--- src/rtl/fetch_pkg.sv ---
// Shared definitions for the instruction fetch stage: NOP encoding, default
// reset PC, MIPS instruction field positions, fetch FSM encoding and the
// prefetch buffer entry layout.
package fetch_pkg;

   localparam logic [31:0] NOP              = 32'h0000_0000;
   localparam logic [31:0] DEFAULT_RESET_PC = 32'h0000_0000;
   localparam logic [31:0] PC_STEP          = 32'd4;

   // Instruction field bit positions
   localparam int OPCODE_MSB = 31;
   localparam int OPCODE_LSB = 26;
   localparam int RS_MSB     = 25;
   localparam int RS_LSB     = 21;
   localparam int RT_MSB     = 20;
   localparam int RT_LSB     = 16;
   localparam int RD_MSB     = 15;
   localparam int RD_LSB     = 11;
   localparam int IMM_MSB    = 15;
   localparam int IMM_LSB    = 0;

   // RUN: responses are kept; FLUSH: responses of squashed fetches are dropped
   typedef enum logic {
      RUN   = 1'b0,
      FLUSH = 1'b1
   } fetch_state_t;

   // One prefetch slot: the word and the address it was fetched from
   typedef struct packed {
      logic [31:0] pc;
      logic [31:0] inst;
   } fetch_entry_t;

   // Sequential word address, wrapping from 32'hFFFF_FFFC to 0
   function automatic logic [31:0] next_pc(input logic [31:0] pc);
      return pc + PC_STEP;
   endfunction

endpackage

--- src/rtl/fetch_buffer.sv ---
// Small synchronous FIFO holding prefetched {pc, inst} entries. Push and pop
// may happen together, including when full. Clear empties it in one cycle and
// wins over a same-cycle push or pop. Head is read combinationally so a
// buffered word can be loaded into IF/ID at the very next edge.
module fetch_buffer
   import fetch_pkg::*;
#(
   parameter int DEPTH = 2,
   localparam int CW = $clog2(DEPTH + 1)
) (
   input  logic         clk,
   input  logic         reset,
   input  logic         clear,
   input  logic         push,
   input  fetch_entry_t push_entry,
   input  logic         pop,
   output fetch_entry_t head,
   output logic [CW-1:0] count,
   output logic         empty
);

   localparam int PW = (DEPTH > 1) ? $clog2(DEPTH) : 1;
   localparam logic [PW-1:0] LAST = PW'(DEPTH - 1);

   fetch_entry_t  slot_reg [DEPTH];
   logic [PW-1:0] rd_ptr_reg;
   logic [PW-1:0] wr_ptr_reg;
   logic [CW-1:0] count_reg;
   logic          do_push;
   logic          do_pop;

   // Pointers wrap explicitly so non-power-of-two depths work
   function automatic logic [PW-1:0] ptr_inc(input logic [PW-1:0] p);
      return (p == LAST) ? '0 : p + 1'b1;
   endfunction

   assign do_pop  = pop && (count_reg != '0) && !clear;
   assign do_push = push && !clear && ((count_reg != CW'(DEPTH)) || do_pop);

   // Entry storage; contents of empty slots are don't-care, so no reset
   always_ff @(posedge clk) begin
      if (do_push) begin
         slot_reg[wr_ptr_reg] <= push_entry;
      end
   end

   // Pointer and occupancy tracking
   always_ff @(posedge clk or posedge reset) begin
      if (reset) begin
         rd_ptr_reg <= '0;
         wr_ptr_reg <= '0;
         count_reg  <= '0;
      end else if (clear) begin
         rd_ptr_reg <= '0;
         wr_ptr_reg <= '0;
         count_reg  <= '0;
      end else begin
         if (do_push) begin
            wr_ptr_reg <= ptr_inc(wr_ptr_reg);
         end
         if (do_pop) begin
            rd_ptr_reg <= ptr_inc(rd_ptr_reg);
         end
         if (do_push && !do_pop) begin
            count_reg <= count_reg + 1'b1;
         end else if (!do_push && do_pop) begin
            count_reg <= count_reg - 1'b1;
         end
      end
   end

   assign head  = slot_reg[rd_ptr_reg];
   assign count = count_reg;
   assign empty = (count_reg == '0);

endmodule

--- src/rtl/instruction_fetch_unit.sv ---
// Instruction fetch stage: owns the PC, issues in-order requests to
// instruction memory, buffers returned words and drives the IF/ID register.
// Optional macro BRANCH_DELAY_SLOT_EN: when defined, a redirect leaves the
// instruction currently in IF/ID in place (delay slot); otherwise a redirect
// squashes IF/ID with a bubble. Buffer and in-flight fetches are flushed in
// both builds.
module instruction_fetch_unit
   import fetch_pkg::*;
#(
   parameter logic [31:0] RESET_PC  = DEFAULT_RESET_PC,
   parameter int          BUF_DEPTH = 2
) (
   input  logic        clk,
   input  logic        reset,
   input  logic        stall_id,
   input  logic        redirect_valid,
   input  logic [31:0] redirect_pc,
   output logic        imem_req,
   output logic [31:0] imem_addr,
   input  logic        imem_ready,
   input  logic        imem_rvalid,
   input  logic [31:0] imem_rdata,
   output logic        inst_valid,
   output logic [31:0] inst_out,
   output logic [31:0] pc_out,
   output logic [31:0] pc_plus4_out,
   output logic [4:0]  rs_out,
   output logic [4:0]  rt_out,
   output logic [4:0]  rd_out,
   output logic [15:0] imm_out
);

   localparam int CW = $clog2(BUF_DEPTH + 1);
   localparam int SW = CW + 1;

   fetch_state_t  state_reg;
   fetch_state_t  state_next;
   logic [31:0]   pc_reg;
   logic [31:0]   resp_pc_reg;
   logic [CW-1:0] outstanding_reg;
   logic [CW-1:0] outstanding_next;
   logic [CW-1:0] drop_count_reg;
   logic          inst_valid_reg;
   logic [31:0]   inst_reg;
   logic [31:0]   id_pc_reg;

   logic [CW-1:0] buf_count;
   logic          buf_empty;
   fetch_entry_t  buf_head;
   fetch_entry_t  push_entry;
   logic [SW-1:0] occupancy;
   logic          accept;
   logic          in_flush;
   logic          keep;
   logic          bypass;
   logic          buf_push;
   logic          buf_pop;

   // Fetches are throttled so that in-flight plus buffered words fit the buffer
   assign occupancy = SW'(outstanding_reg) + SW'(buf_count);
   assign imem_req  = !reset && (occupancy < SW'(BUF_DEPTH));
   assign imem_addr = pc_reg;
   assign accept    = imem_req && imem_ready;

   // Outstanding count after this edge: +1 per accept, -1 per response
   always_comb begin
      outstanding_next = outstanding_reg;
      if (accept && !imem_rvalid) begin
         outstanding_next = outstanding_reg + 1'b1;
      end else if (!accept && imem_rvalid) begin
         outstanding_next = outstanding_reg - 1'b1;
      end
   end

   // FSM state register
   always_ff @(posedge clk or posedge reset) begin
      if (reset) begin
         state_reg <= RUN;
      end else begin
         state_reg <= state_next;
      end
   end

   // FSM next state: enter FLUSH while stale fetches are still in flight
   always_comb begin
      state_next = state_reg;
      if (redirect_valid) begin
         state_next = (outstanding_next != '0) ? FLUSH : RUN;
      end else if ((state_reg == FLUSH) && imem_rvalid && (drop_count_reg == CW'(1))) begin
         state_next = RUN;
      end
   end

   // FSM outputs: responses arriving in FLUSH belong to squashed fetches
   always_comb begin
      in_flush = (state_reg == FLUSH);
   end

   // A response is kept unless it is stale or arrives with a redirect
   assign keep     = imem_rvalid && !in_flush && !redirect_valid;
   assign bypass   = keep && buf_empty && !stall_id;
   assign buf_push = keep && !bypass;
   assign buf_pop  = !stall_id && !buf_empty && !redirect_valid;

   assign push_entry = '{pc: resp_pc_reg, inst: imem_rdata};

   fetch_buffer #(
      .DEPTH (BUF_DEPTH)
   ) u_fetch_buffer (
      .clk        (clk),
      .reset      (reset),
      .clear      (redirect_valid),
      .push       (buf_push),
      .push_entry (push_entry),
      .pop        (buf_pop),
      .head       (buf_head),
      .count      (buf_count),
      .empty      (buf_empty)
   );

   // In-flight and stale-response counters
   always_ff @(posedge clk or posedge reset) begin
      if (reset) begin
         outstanding_reg <= '0;
         drop_count_reg  <= '0;
      end else begin
         outstanding_reg <= outstanding_next;
         if (redirect_valid) begin
            drop_count_reg <= outstanding_next;
         end else if (in_flush && imem_rvalid) begin
            drop_count_reg <= drop_count_reg - 1'b1;
         end
      end
   end

   // Program counter: redirect beats the sequential advance of an accept
   always_ff @(posedge clk or posedge reset) begin
      if (reset) begin
         pc_reg <= RESET_PC;
      end else if (redirect_valid) begin
         pc_reg <= redirect_pc;
      end else if (accept) begin
         pc_reg <= next_pc(pc_reg);
      end
   end

   // Address of the next kept response; kept words are always sequential
   // from the last redirect target, so a single running address suffices
   always_ff @(posedge clk or posedge reset) begin
      if (reset) begin
         resp_pc_reg <= RESET_PC;
      end else if (redirect_valid) begin
         resp_pc_reg <= redirect_pc;
      end else if (keep) begin
         resp_pc_reg <= next_pc(resp_pc_reg);
      end
   end

   // IF/ID register: load buffer head, else bypassed word, else a bubble
   always_ff @(posedge clk or posedge reset) begin
      if (reset) begin
         inst_valid_reg <= 1'b0;
         inst_reg       <= NOP;
         id_pc_reg      <= '0;
      end else if (redirect_valid) begin
`ifdef BRANCH_DELAY_SLOT_EN
         // The delay-slot instruction already in IF/ID stays valid
         inst_valid_reg <= inst_valid_reg;
`else
         inst_valid_reg <= 1'b0;
         inst_reg       <= NOP;
`endif
      end else if (!stall_id) begin
         if (!buf_empty) begin
            inst_valid_reg <= 1'b1;
            inst_reg       <= buf_head.inst;
            id_pc_reg      <= buf_head.pc;
         end else if (bypass) begin
            inst_valid_reg <= 1'b1;
            inst_reg       <= imem_rdata;
            id_pc_reg      <= resp_pc_reg;
         end else begin
            inst_valid_reg <= 1'b0;
            inst_reg       <= NOP;
         end
      end
   end

   assign inst_valid   = inst_valid_reg;
   assign inst_out     = inst_reg;
   assign pc_out       = id_pc_reg;
   assign pc_plus4_out = next_pc(id_pc_reg);
   assign rs_out       = inst_reg[RS_MSB:RS_LSB];
   assign rt_out       = inst_reg[RT_MSB:RT_LSB];
   assign rd_out       = inst_reg[RD_MSB:RD_LSB];
   assign imm_out      = inst_reg[IMM_MSB:IMM_LSB];

endmodule

--- config.mk ---
export PLATFORM = sky130hd
export DESIGN_NAME = instruction_fetch_unit
export DESIGN_NICKNAME = d
export VERILOG_FILES = /design/src/rtl/fetch_pkg.sv /design/src/rtl/fetch_buffer.sv /design/src/rtl/instruction_fetch_unit.sv
export SDC_FILE = /design/constraint.sdc
export NUM_CORES = 1
export LEC_CHECK = 0
export CORE_MARGIN = 2
export CORE_UTILIZATION = 55
export CTS_BUF_LIST = sky130_fd_sc_hd__clkbuf_4
export DETAILED_ROUTE_END_ITERATION = 10
export PLACE_DENSITY_LB_ADDON = 0.12
export SYNTH_ARGS = -nofsm -noshare
export SYNTH_HDL_FRONTEND = slang
export SYNTH_SLANG_ARGS = --single-unit
export TNS_END_PERCENT = 100
--- constraint.sdc ---
create_clock -name clk -period 17.15 [get_ports clk]
set_input_delay 3.43 -clock clk [delete_from_list [all_inputs] [get_ports clk]]
set_output_delay 3.43 -clock clk [all_outputs]
set_load 0.05 [all_outputs]
### Word level (Yosys, flattened, before mapping)

Memories as Yosys holds them, arrays and structs flattened.
Cells that the tools add are included.

| word-level totals | value |
|---|---|
| output and inout port bits | 161 |
| logic and storage cells | 103 |
| bits in read-only memories | 0 |
| flip-flop bits (word level) | 138 |
| latch bits | 0 |
| input port bits | 70 |
| memories | 1 |
| memory bits (writable) | 128 |

| operators by class | value |
|---|---|
| muxes and demuxes | 32 |
| $mul | 0 |
| reductions and logical operators | 41 |
| magnitude comparators | 1 |
| bitwise operators | 2 |
| shifts and indexed selects | 0 |
| divide/modulo/power cells | 0 |
| equal/unequal tests | 4 |
| add/sub/neg operators | 11 |

Memory list:

| name | words | bits a word | read ports | clocked after Yosys merged registers in | write ports | RTL line | RTL |
|---|---|---|---|---|---|---|---|
| u_fetch_buffer.slot_reg | 2 | 64 | 1 | 0 | 1 | fetch_buffer.sv:25 | `fetch_entry_t slot_reg [DEPTH];` |

Operator list:

| kind | count |
|---|---|
| $mux 32 | 10 |
| $add 32x3->32 const B | 3 |
| $logic_and 1x1->1 | 19 |
| $reduce_bool 2->1 | 8 |
| $mux 1 | 15 |
| $mux 2 | 7 |
| $logic_not 1->1 | 10 |
| $sub 2x1->2 const B | 3 |
| $add 2x1->2 const B | 2 |
| $ne 2x1->1 const B | 2 |
| $add 2x2->3 | 1 |
| $lt 3x2->1 const B | 1 |
| $reduce_and 3->1 | 1 |
| $reduce_bool 3->1 | 1 |
| $add 1x1->1 const B | 2 |
| $eq 2x1->1 const B | 1 |
| $logic_not 2->1 | 1 |
| $ne 2x2->1 const B | 1 |
| $not 1->1 | 2 |
| $logic_or 1x1->1 | 1 |

### Depth between registers and ports, before layout

Gate-level depths: netlist of the first run.

| logic depth | value |
|---|---|
| word-level depth | 14 |
| gate-level depth with buffers | 7 |
| depth with buffers taken out | 6 |

### Modules after synthesis

Synthesis of the first run repeated with hierarchy kept, for this count alone.

| second synthesis, totals | value |
|---|---|
| cells, all modules | 1028 |
| area, all modules | 12406.9 µm² |

Modules (own cells, without submodules):

| module | sequential area each (µm²) | area each (µm²) | cells each | times used |
|---|---|---|---|---|
| instruction_fetch_unit | 3353.2 | 7553.5 | 800 | 1 |
| fetch_buffer | 3943.8 | 4853.4 | 228 | 1 |

### Worst setup path after synthesis of the first run

No wires, ideal clock.

| timing | value |
|---|---|
| kind | in2reg |
| start point | input imem_rvalid |
| end point | memory u_fetch_buffer.slot_reg[1][0] (netlist name) (enable) |
| required time | 16.572 ns |
| path buffers | 1 |
| data arrival time | 8.884 ns |
| cell stages on the path | 4 |
| path slack | 7.688 ns |
| library setup time | 0.578 ns |
| cells stage by stage | buf_2 > nor2b_1 > o21ai_0 > nor3b_1 |

| on the way | value |
|---|---|
| longest elaborated chain between the ends | 10 |

Ends and longest elaborated chain:

| element | RTL line | RTL |
|---|---|---|
| from (decl) | instruction_fetch_unit.sv:21 | `input logic imem_rvalid,` |
| $logic_and 1x1->1 * (2 in a row) | instruction_fetch_unit.sv:100 | `assign keep = imem_rvalid && !in_flush && !redirect_valid;` |
| $logic_and 1x1->1 (2 in a row) | instruction_fetch_unit.sv:101 | `assign bypass = keep && buf_empty && !stall_id;` |
| $logic_not 1->1 | instruction_fetch_unit.sv:102 | `assign buf_push = keep && !bypass;` |
| $logic_and 1x1->1 * | instruction_fetch_unit.sv:102 |  |
| $logic_and 1x1->1 * (2 in a row) | fetch_buffer.sv:38 | `assign do_push = push && !clear && ((count_reg != CW'(DEPTH)) \|\| do_pop);` |
| $mux 1 * | fetch_buffer.sv:42 | `if (do_push) begin` |
| $mux 1 (not written as such) * | fetch_buffer.sv:43 | `slot_reg[wr_ptr_reg] <= push_entry;` |
| to (decl) | fetch_buffer.sv:25 |  |

Mark *: on every way between the ends. The rest lies on a longest branch, timed or not.

### Final worst setup path of the first run

| timing | value |
|---|---|
| start point | input reset |
| end point | output imem_req |

| on the way | value |
|---|---|
| longest elaborated chain between the ends | 2 |

Ends and longest elaborated chain:

| element | RTL line | RTL |
|---|---|---|
| from (decl) | instruction_fetch_unit.sv:14 | `input logic reset,` |
| $logic_not 1->1 (no line) | - |  |
| $logic_and 1x1->1 | instruction_fetch_unit.sv:61 | `assign imem_req = !reset && (occupancy < SW'(BUF_DEPTH));` |
| to (decl) | instruction_fetch_unit.sv:18 | `output logic imem_req,` |

No other way between the ends.

==> results of run 1 <==
-- cell type report --
| cell class | count | area, sq um | area share |
|---|---|---|---|
| antenna | 2 | 5.00 | 0.000320 |
| clock buffer | 105 | 788 | 0.0504 |
| clock inverter | 23 | 149 | 0.00951 |
| inverter | 17 | 68.8 | 0.00440 |
| multi-input combinational | 704 | 4600 | 0.294 |
| sequential | 266 | 7300 | 0.466 |
| tap | 280 | 350 | 0.0224 |
| timing repair buffer | 243 | 2390 | 0.153 |
-- where the power goes --
| part | total (mW) | internal [mW] | switching, mW | leakage, nW |
|---|---|---|---|---|
| logic | 0.779 | 0.267 | 0.512 | 2.40 |
| clock network | 0.570 | 0.312 | 0.259 | 0.550 |
| registers | 0.860 | 0.750 | 0.110 | 2.86 |
| total | 2.21 | 1.33 | 0.880 | 5.81 |
-- Yosys cell counts, types with 4 or more instances --
| cell type | instances | area share |
|---|---|---|
| and4_1 | 16 | 0.011 |
| inv_1 | 16 | 0.0048 |
| a21oi_1 | 45 | 0.018 |
| xor2_1 | 12 | 0.0085 |
| edfxtp_1 | 128 | 0.31 |
| and3_1 | 17 | 0.0086 |
| o31ai_1 | 15 | 0.0091 |
| buf_2 | 6 | 0.0024 |
| or2_2 | 4 | 0.0020 |
| nor3_1 | 18 | 0.0073 |
| xnor2_1 | 42 | 0.030 |
| buf_4 | 33 | 0.020 |
| buf_1 | 9 | 0.0027 |
| nand2b_1 | 8 | 0.0040 |
| clkbuf_1 | 47 | 0.014 |
| dfrtp_1 | 138 | 0.28 |
| a211oi_1 | 18 | 0.011 |
| a221o_1 | 32 | 0.026 |
| or3_1 | 9 | 0.0045 |
| nor2_1 | 106 | 0.032 |
| nand3_1 | 38 | 0.015 |
| mux2i_1 | 65 | 0.052 |
| o21ai_0 | 50 | 0.020 |
| nand4_1 | 34 | 0.017 |
| ha_1 | 4 | 0.0040 |
| nand2_1 | 77 | 0.023 |
| mux2_2 | 17 | 0.015 |
| nor4_1 | 14 | 0.0071 |
| or4_1 | 15 | 0.0091 |
| a31oi_1 | 18 | 0.0091 |
-- routing by layer --
| layer | routed length, microns | vias to the layer above | GRT usage |
|---|---|---|---|
| met2 | 13600 | 398 | 0.383 |
| met5 | 0 | - | 0 |
| met1 | 13400 | 4630 | 0.363 |
| li1 | - | 4490 | - |
| met4 | 569 | 0 | 0.0864 |
| met3 | 2250 | 51 | 0.0566 |
-- per-stage QoR --
step,cell area (sq um),util,setup WS (ns),hold WS (ns)
6_report,15700,0.711,8.34,0.509
5_1_grt,15700,0.711,8.29,0.532
4_1_cts,15700,0.711,8.35,0.512
3_5_place_dp,14700,0.668,8.36,0.499
3_3_place_gp,14700,0.668,8.37,0.460
2_1_floorplan,12400,-,7.69,0.440
-- cell families (layout without fill, tap and decap cells) --
kind of cell / Yosys count / count (layout) / share of synthesized area
and+or+nand+nor: 371 / 371 / 0.154
DFF: 266 / 266 / 0.587
AOI/OAI and AO/OA: 192 / 192 / 0.103
buffers and inverters: 112 / 388 / 0.0444
muxes: 82 / 82 / 0.0678
xor gates and xnor gates: 54 / 54 / 0.0381
adders and majority gates: 5 / 5 / 0.00564
other: 0 / 2 / 0
-- path summary, 6_finish.rpt --
check                                         from                        end  depth (start not counted)
max reg2reg                u_fetch_buffer.count[0]              imem_addr[26]                          6
min reg2reg                             inst_valid                 inst_valid                          2
max in group asynchronous                    reset  u_fetch_buffer.rd_ptr_reg                          3
max                                          reset                   imem_req                          3
min in group asynchronous                    reset               inst_out[22]                          2
min                                     inst_valid                 inst_valid                          2
-- worst min-delay path, cell delays in order, from the launching register on --
cell and delay (ns):
dfrtp_1 0.35, nand2_1 0.06, nand2_1 0.06
==> impl_metrics.toml, run 1 <==
[cts]
cts_buffer_depth = 3
cts_buffers = 70
clk_pin_slew_ns = 0.05
clk_latency_ns = 0.68
htree_num_levels = 3
post_cts_buffers = 0
cts-hold-fix-buffers = 0
tritoncts = "built"
ctsResizeCount = 0
cts_root_buf = "clkbuf_4"
cts.sinks = 266

[cells_and_area]
fin_cells = 1640
fillers = 1634
drive_gt1_frac = 0.119
layout_common_cells = "229 x clkdlybuf4s50_1, 137 x dfrtp_1, 128 x edfxtp_1"
fin_nets = 1377
area_growth_syn_to_layout_pct = 26.0
layout_commonest_cell = "clkdlybuf4s50_1"
largest_reg_flops = 128

[setup_path]
critPathArrivalTime_ns = 5.38
ff2ff_setup_slack_ns = 14.03
critPathCaptureType = "output port"
path_cells = "clkdlybuf4s50_1 > nor3_2 > clkdlybuf4s50_1"
path_buf_inv = 2
cpMostUsedCell = "clkdlybuf4s50_1"
required_ns = 13.72
crit_fanout = 7
cpPeakStageDelay_ns = 0.91
start_kind = "input port"
crit_path_top_delay_cell = "clkdlybuf4s50_1"
path_class = "input port to output port"
crit_family = "buffers and inverters"

[status]
outcome = "completed"

[timing]
setup_viol = 0
slew_headroom = 0.264
fin_crit_ns = 8.81
final.period_utilization = 0.514
worst_slew_pin_slew_ns = 1.09
fin_worst_skew_ns = 0.0531
final-hold-violation-count = 0
finalSetupTns_ns = 0
finalMaxSlewViolations = 0
rsz0062_at_grt = "false"
fmax_mhz = 114

[routing]
ant_nets = 0
drt-initial-drc-count = 727
via_per_inst = 5.83
wl_microns = 29800
num_vias = 9569
drt_pass1_iterations = 5
wl_per_cell_microns = 18.2
drcViolationCount = 0

[power]
p_per_area_nw_per_um2 = 141
peakVddDrop_mv = 0.0830
p_total_mw = 2.21
total_leakage_power_nw = 5.81

[die]
boundaryPins = 231
rows = 54
core-area_sq_um = 22000
dieArea_sq_um = 23800
dieWidth_microns = 154
die_h_microns = 154
start_util = 0.564

[placed_design]
placed_cells = 1510
globalplace.congestion = 0.913
hpwl_microns = 19500
portBuffers = 230

[global_route]
grt_use_total = 0.252
grt-ovfl-total = 0
grt_max_degree = 72
grt_pass1_vias = 9360
antenna_found_initial = 1
grt_pass1_wl_microns = 48200

[flow_run]
maxCapViolations = 0

[logic_synthesis]
yosysSeqAreaShare = 0.587
synthCells = 1082
synth_cell_type_count = 54
syn_nets = 1157
syn_area_sq_um = 12400
syn_avg_cell_area_sq_um = 11.5
synth_warnings = 0
synth-async-reset-ratio = 0.519
synth-edff-count = 128
synth_top_flop_cell = "dfrtp_1"
ys_ff_latch = 266

[worst_hold_path]
hold_path.class = "flip-flop to flip-flop"
Note: power is estimated with default switching activity, not from simulation.
==> inputs of run 2 (changes only) <==
CORE_UTILIZATION = 54   (was 55)
clock period = 9.02 ns   (was 17.15 ns; I/O delays follow)
==> run 2 against run 1 <==
Die area grew 1.8%. Combinational power rose by 91%. Worst hold slack got worse by 0.020 ns. Largest cell class unchanged.
==> impl_metrics.toml, run 2 (synthesis results as in run 1) <==
[status]
outcome = "completed"

[placed_design]
globalplace.congestion = 0.863
portBuffers = 230
hpwl_microns = 19500
placement.cell_area_sq_um = 14700

[cells_and_area]
fin_nets = 1373
drive_gt1_frac = 0.123
fillers = 1723
multi_input_area_sq_um = 4600
largest_reg_flops = 128
layout_commonest_cell = "clkdlybuf4s50_1"
seqCellArea_sq_um = 7300
fin_area_sq_um = 15700
final_util = 0.692
area_growth_syn_to_layout_pct = 26.1
layout_common_cells = "229 x clkdlybuf4s50_1, 137 x dfrtp_1, 128 x edfxtp_1"

[routing]
wl_microns = 29900
drt_pass1_iterations = 5
wl_per_cell_microns = 18.2
drcViolationCount = 0
drt-initial-drc-count = 718
num_vias = 9494
ant_nets = 0
via_per_inst = 5.79

[die]
die_h_microns = 156
core-area_sq_um = 22600
boundaryPins = 231
rows = 55
start_util = 0.549
dieArea_sq_um = 24200
dieWidth_microns = 156

[power]
p_sw_mw = 1.67
pwr-share-comb = 0.351
intPower_mw = 2.56
p_sw_frac = 0.395
clkPwrFrac = 0.263
seq_power_share = 0.386
p_per_area_nw_per_um2 = 270
total_leakage_power_nw = 5.82
peakVddDrop_mv = 0.158

[timing]
setup_viol = 0
rsz0062_at_grt = "false"
slew_headroom = 0.291
fin_worst_skew_ns = 0.0502
fin_crit_ns = 5.55
finalSetupTns_ns = 0
finalMaxSlewViolations = 0
fmax_mhz = 180
final-hold-violation-count = 0
worst_slew_pin_slew_ns = 1.05
final.period_utilization = 0.616
timing.hold.ws_ns = 0.490

[worst_hold_path]
hold_depth = 2
min-delay-start = "inst_valid"
hold_path.class = "flip-flop to flip-flop"
worstHoldEndpoint = "inst_valid"

[global_route]
grt-ovfl-total = 0
grt_use_total = 0.249
grt_max_degree = 95
grt_pass1_wl_microns = 47900
grt_pass1_vias = 9083
antenna_found_initial = 1

[flow_run]
maxCapViolations = 0

[setup_path]
crit_path_top_delay_cell = "clkdlybuf4s50_1"
required_ns = 7.22
cpMostUsedCell = "clkdlybuf4s50_1"
cpPeakStageDelay_ns = 0.91
path_class = "input port to output port"
cp-startpoint = "reset"
r2r-end = "imem_addr[15]"
critPathArrivalTime_ns = 3.75
start_kind = "input port"
reg2reg_depth = 6
ff2ff_setup_slack_ns = 5.94
r2r-start = "u_fetch_buffer.count[0]"
critPathCaptureType = "output port"
path_cells = "clkdlybuf4s50_1 > nor3_2 > clkdlybuf4s50_1"
crit_fanout = 7

[cts]
cts_buffers = 69
cts_buffer_depth = 3
post_cts_buffers = 0
cts_root_buf = "clkbuf_4"
cts-hold-fix-buffers = 0
tritoncts = "built"
clk_pin_slew_ns = 0.06
clk_latency_ns = 0.68
htree_num_levels = 3
ctsResizeCount = 0
cts.sinks = 266
==> run 2: worst max-delay path, delay by kind of cell <==
kind / cells / cell delay, ns
AND/OR/NAND/NOR: 1 / 0.46
buffers and inverters: 2 / 1.47
==> run 2: cell type report <==
| class | instances | area share |
|---|---|---|
| tap | 285 | 0.0228 |
| multi-input combinational | 704 | 0.294 |
| timing repair buffer | 240 | 0.152 |
| sequential | 266 | 0.466 |
| clock inverter | 13 | 0.00647 |
| antenna | 1 | 0.000160 |
| clock buffer | 114 | 0.0547 |
| inverter | 17 | 0.00440 |
==> run 2: per-layer routing <==
layer / wire length [microns] / up-vias / part of all wire / global-route usage
met5: 0 / - / 0 / 0
met4: 585 / 0 / 0.020 / 0.0882
met3: 2200 / 52 / 0.074 / 0.0547
met2: 13500 / 379 / 0.45 / 0.373
met1: 13500 / 4584 / 0.45 / 0.361
li1: - / 4479 / - / -
==> run 2: worst max path at each step <==
stage | endpoint | slack [ns] | cells past startpoint
2_1_floorplan | u_fetch_buffer.slot_reg[1][0] | 1.18 | 4
3_3_place_gp | imem_req | 3.47 | 3
3_5_place_dp | imem_req | 3.47 | 3
4_1_cts | imem_req | 3.46 | 3
5_1_grt | imem_req | 3.41 | 3
6_report | imem_req | 3.47 | 3
==> run 2: power by group through the flow <==
stage | combinational [mW] | sequential [mW] | clock [mW]
floorplan | 0.703 | 1.93 | 0
global placement | 1.48 | 1.64 | 0
detailed placement | 1.49 | 1.65 | 0
CTS | 1.49 | 1.63 | 1.14
global route | 1.57 | 1.66 | 1.20
finish | 1.49 | 1.63 | 1.11
==> run 2: metrics by stage <==
| step | cells | power (mW) | setup WS [ns] |
|---|---|---|---|
| CTS | 1639 | 4.26 | 3.46 |
| finish | 1640 | 4.23 | 3.47 |
| detailed placement | 1512 | 3.14 | 3.47 |
| floorplan | 1082 | 2.64 | 1.18 |
| global placement | 1512 | 3.12 | 3.47 |
| global route | 1640 | 4.43 | 3.41 |
==> inputs of run 3 (changes only) <==
clock period = 5.57 ns   (was 9.02 ns; I/O delays follow)
==> run 3 against run 2 <==
Clock power increased by 61%. Wire length decreased by 0.24%. Critical path type is now flip-flop to output port. Via count about the same. Utilization increased by 0.18 points. Die area unchanged. Largest power group unchanged.
==> impl_metrics.toml, run 3 (synthesis results as in run 1) <==
[status]
outcome = "completed"

[global_route]
antenna_found_initial = 1
grt_max_degree = 67
grt_pass1_vias = 9326
grt_pass1_wl_microns = 48500
grt-ovfl-total = 0
grt_use_total = 0.251

[die]
die_h_microns = 156
dieWidth_microns = 156
boundaryPins = 231
rows = 55
dieArea_sq_um = 24200
start_util = 0.549
core-area_sq_um = 22600

[placed_design]
placed_cells = 1515
dp_slack_ns = 1.37
globalplace.congestion = 0.898
portBuffers = 230
hpwl_microns = 19700

[routing]
via_per_inst = 5.78
drt_pass1_iterations = 4
drt-initial-drc-count = 577
num_vias = 9495
ant_nets = 0
drcViolationCount = 0
wl_per_cell_microns = 18.1
wl_microns = 29800

[timing]
fmax_mhz = 215
setup_ws_ns = 0.924
slew_headroom = 0.289
finalSetupTns_ns = 0
final.period_utilization = 0.834
worst_slew_pin_slew_ns = 1.06
finalMaxSlewViolations = 0
fin_worst_skew_ns = 0.0437
fin_crit_ns = 4.65
final-hold-violation-count = 0
setup_viol = 0
rsz0062_at_grt = "false"
timing.hold.ws_ns = 0.474

[cts]
cts.sinks = 266
cts_buffer_depth = 3
clk_latency_ns = 0.69
clk_pin_slew_ns = 0.07
cts_buffers = 69
cts-hold-fix-buffers = 0
tritoncts = "built"
post_cts_buffers = 0
ctsResizeCount = 0
cts_root_buf = "clkbuf_4"
htree_num_levels = 3

[cells_and_area]
layout_commonest_cell = "clkdlybuf4s50_1"
fin_nets = 1376
layout_common_cells = "229 x clkdlybuf4s50_1, 137 x dfrtp_1, 128 x edfxtp_1"
fillers = 1676
area_growth_syn_to_layout_pct = 26.4
largest_reg_flops = 128
fin_cells = 1643
drive_gt1_frac = 0.125

[power]
p_total_mw = 6.85
peakVddDrop_mv = 0.247
p_per_area_nw_per_um2 = 437
total_leakage_power_nw = 5.84

[worst_hold_path]
worstHoldEndpoint = "u_fetch_buffer.slot_reg[1][33]"
min-delay-start = "resp_pc_reg[1]"
hold_depth = 0
hold_path.class = "flip-flop to flip-flop"

[setup_path]
start_kind = "flip-flop"
r2r-end = "imem_addr[30]"
path_cells = "nand4_1 > nor4_1 > nand3_1 > xnor2_1 > clkdlybuf4s50_1"
critPathArrivalTime_ns = 3.53
path_class = "flip-flop to output port"
required_ns = 4.46
crit_path_top_delay_cell = "nor4_1"
reg2reg_depth = 6
ff2ff_setup_slack_ns = 2.50
critPathCaptureType = "output port"
cpPeakStageDelay_ns = 0.95
crit_fanout = 7
r2r-start = "u_fetch_buffer.count[0]"

[flow_run]
maxCapViolations = 0
run 3: changes by cell type in the layout (fill, tap and decap cells not counted), sizes merged:
cell,delta
clkinvlp,+1
buf,+3
clkbuf,-1
run 3: critical path: cells and delay by family (launching register included):
family | cells | cell delay, ns
xor gates and xnor gates | 1 | 0.20
and+or+nand+nor | 3 | 1.40
DFF | 1 | 0.46
buffers and inverters | 1 | 0.83
run 3: metal layers:
metal	vias up	GRT usage	part of all wire
li1	4488	-	-
met1	4607	0.360	0.46
met2	357	0.383	0.46
met3	43	0.0489	0.061
met4	0	0.0952	0.021
met5	-	0	0
run 3: stage by stage:
step | instance area, sq um | utilization
after floorplan | 12400 | -
after global placement | 14700 | 0.651
after detailed placement | 14700 | 0.651
after CTS | 15700 | 0.693
after global routing | 15700 | 0.693
final | 15700 | 0.693
run 3: cell type report:
cell class	instances	area [sq um]	share of cell area
sequential	266	7300	0.465
multi-input combinational	704	4610	0.294
timing repair buffer	243	2390	0.153
clock buffer	113	848	0.0540
tap	285	357	0.0227
clock inverter	14	114	0.00725
inverter	17	68.8	0.00438
antenna	1	2.50	0.000159
run 3: power by group:
group	switching (mW)	internal, mW
logic	1.59	0.826
registers	0.331	2.31
clock network	0.782	1.01
run 3: how the worst max path moves through the flow:
| stage | startpoint | to | slack (ns) |
|---|---|---|---|
| 3_5_place_dp | reset | imem_req | 1.37 |
| 5_1_grt | pc_out[9] | pc_plus4_out[21] | 0.70 |
| 4_1_cts | pc_out[9] | pc_plus4_out[21] | 0.84 |
| 2_1_floorplan | imem_rvalid | u_fetch_buffer.slot_reg[1][0] | 0.65 |
| 6_report | pc_out[9] | pc_plus4_out[27] | 0.92 |
| 3_3_place_gp | reset | imem_req | 1.37 |
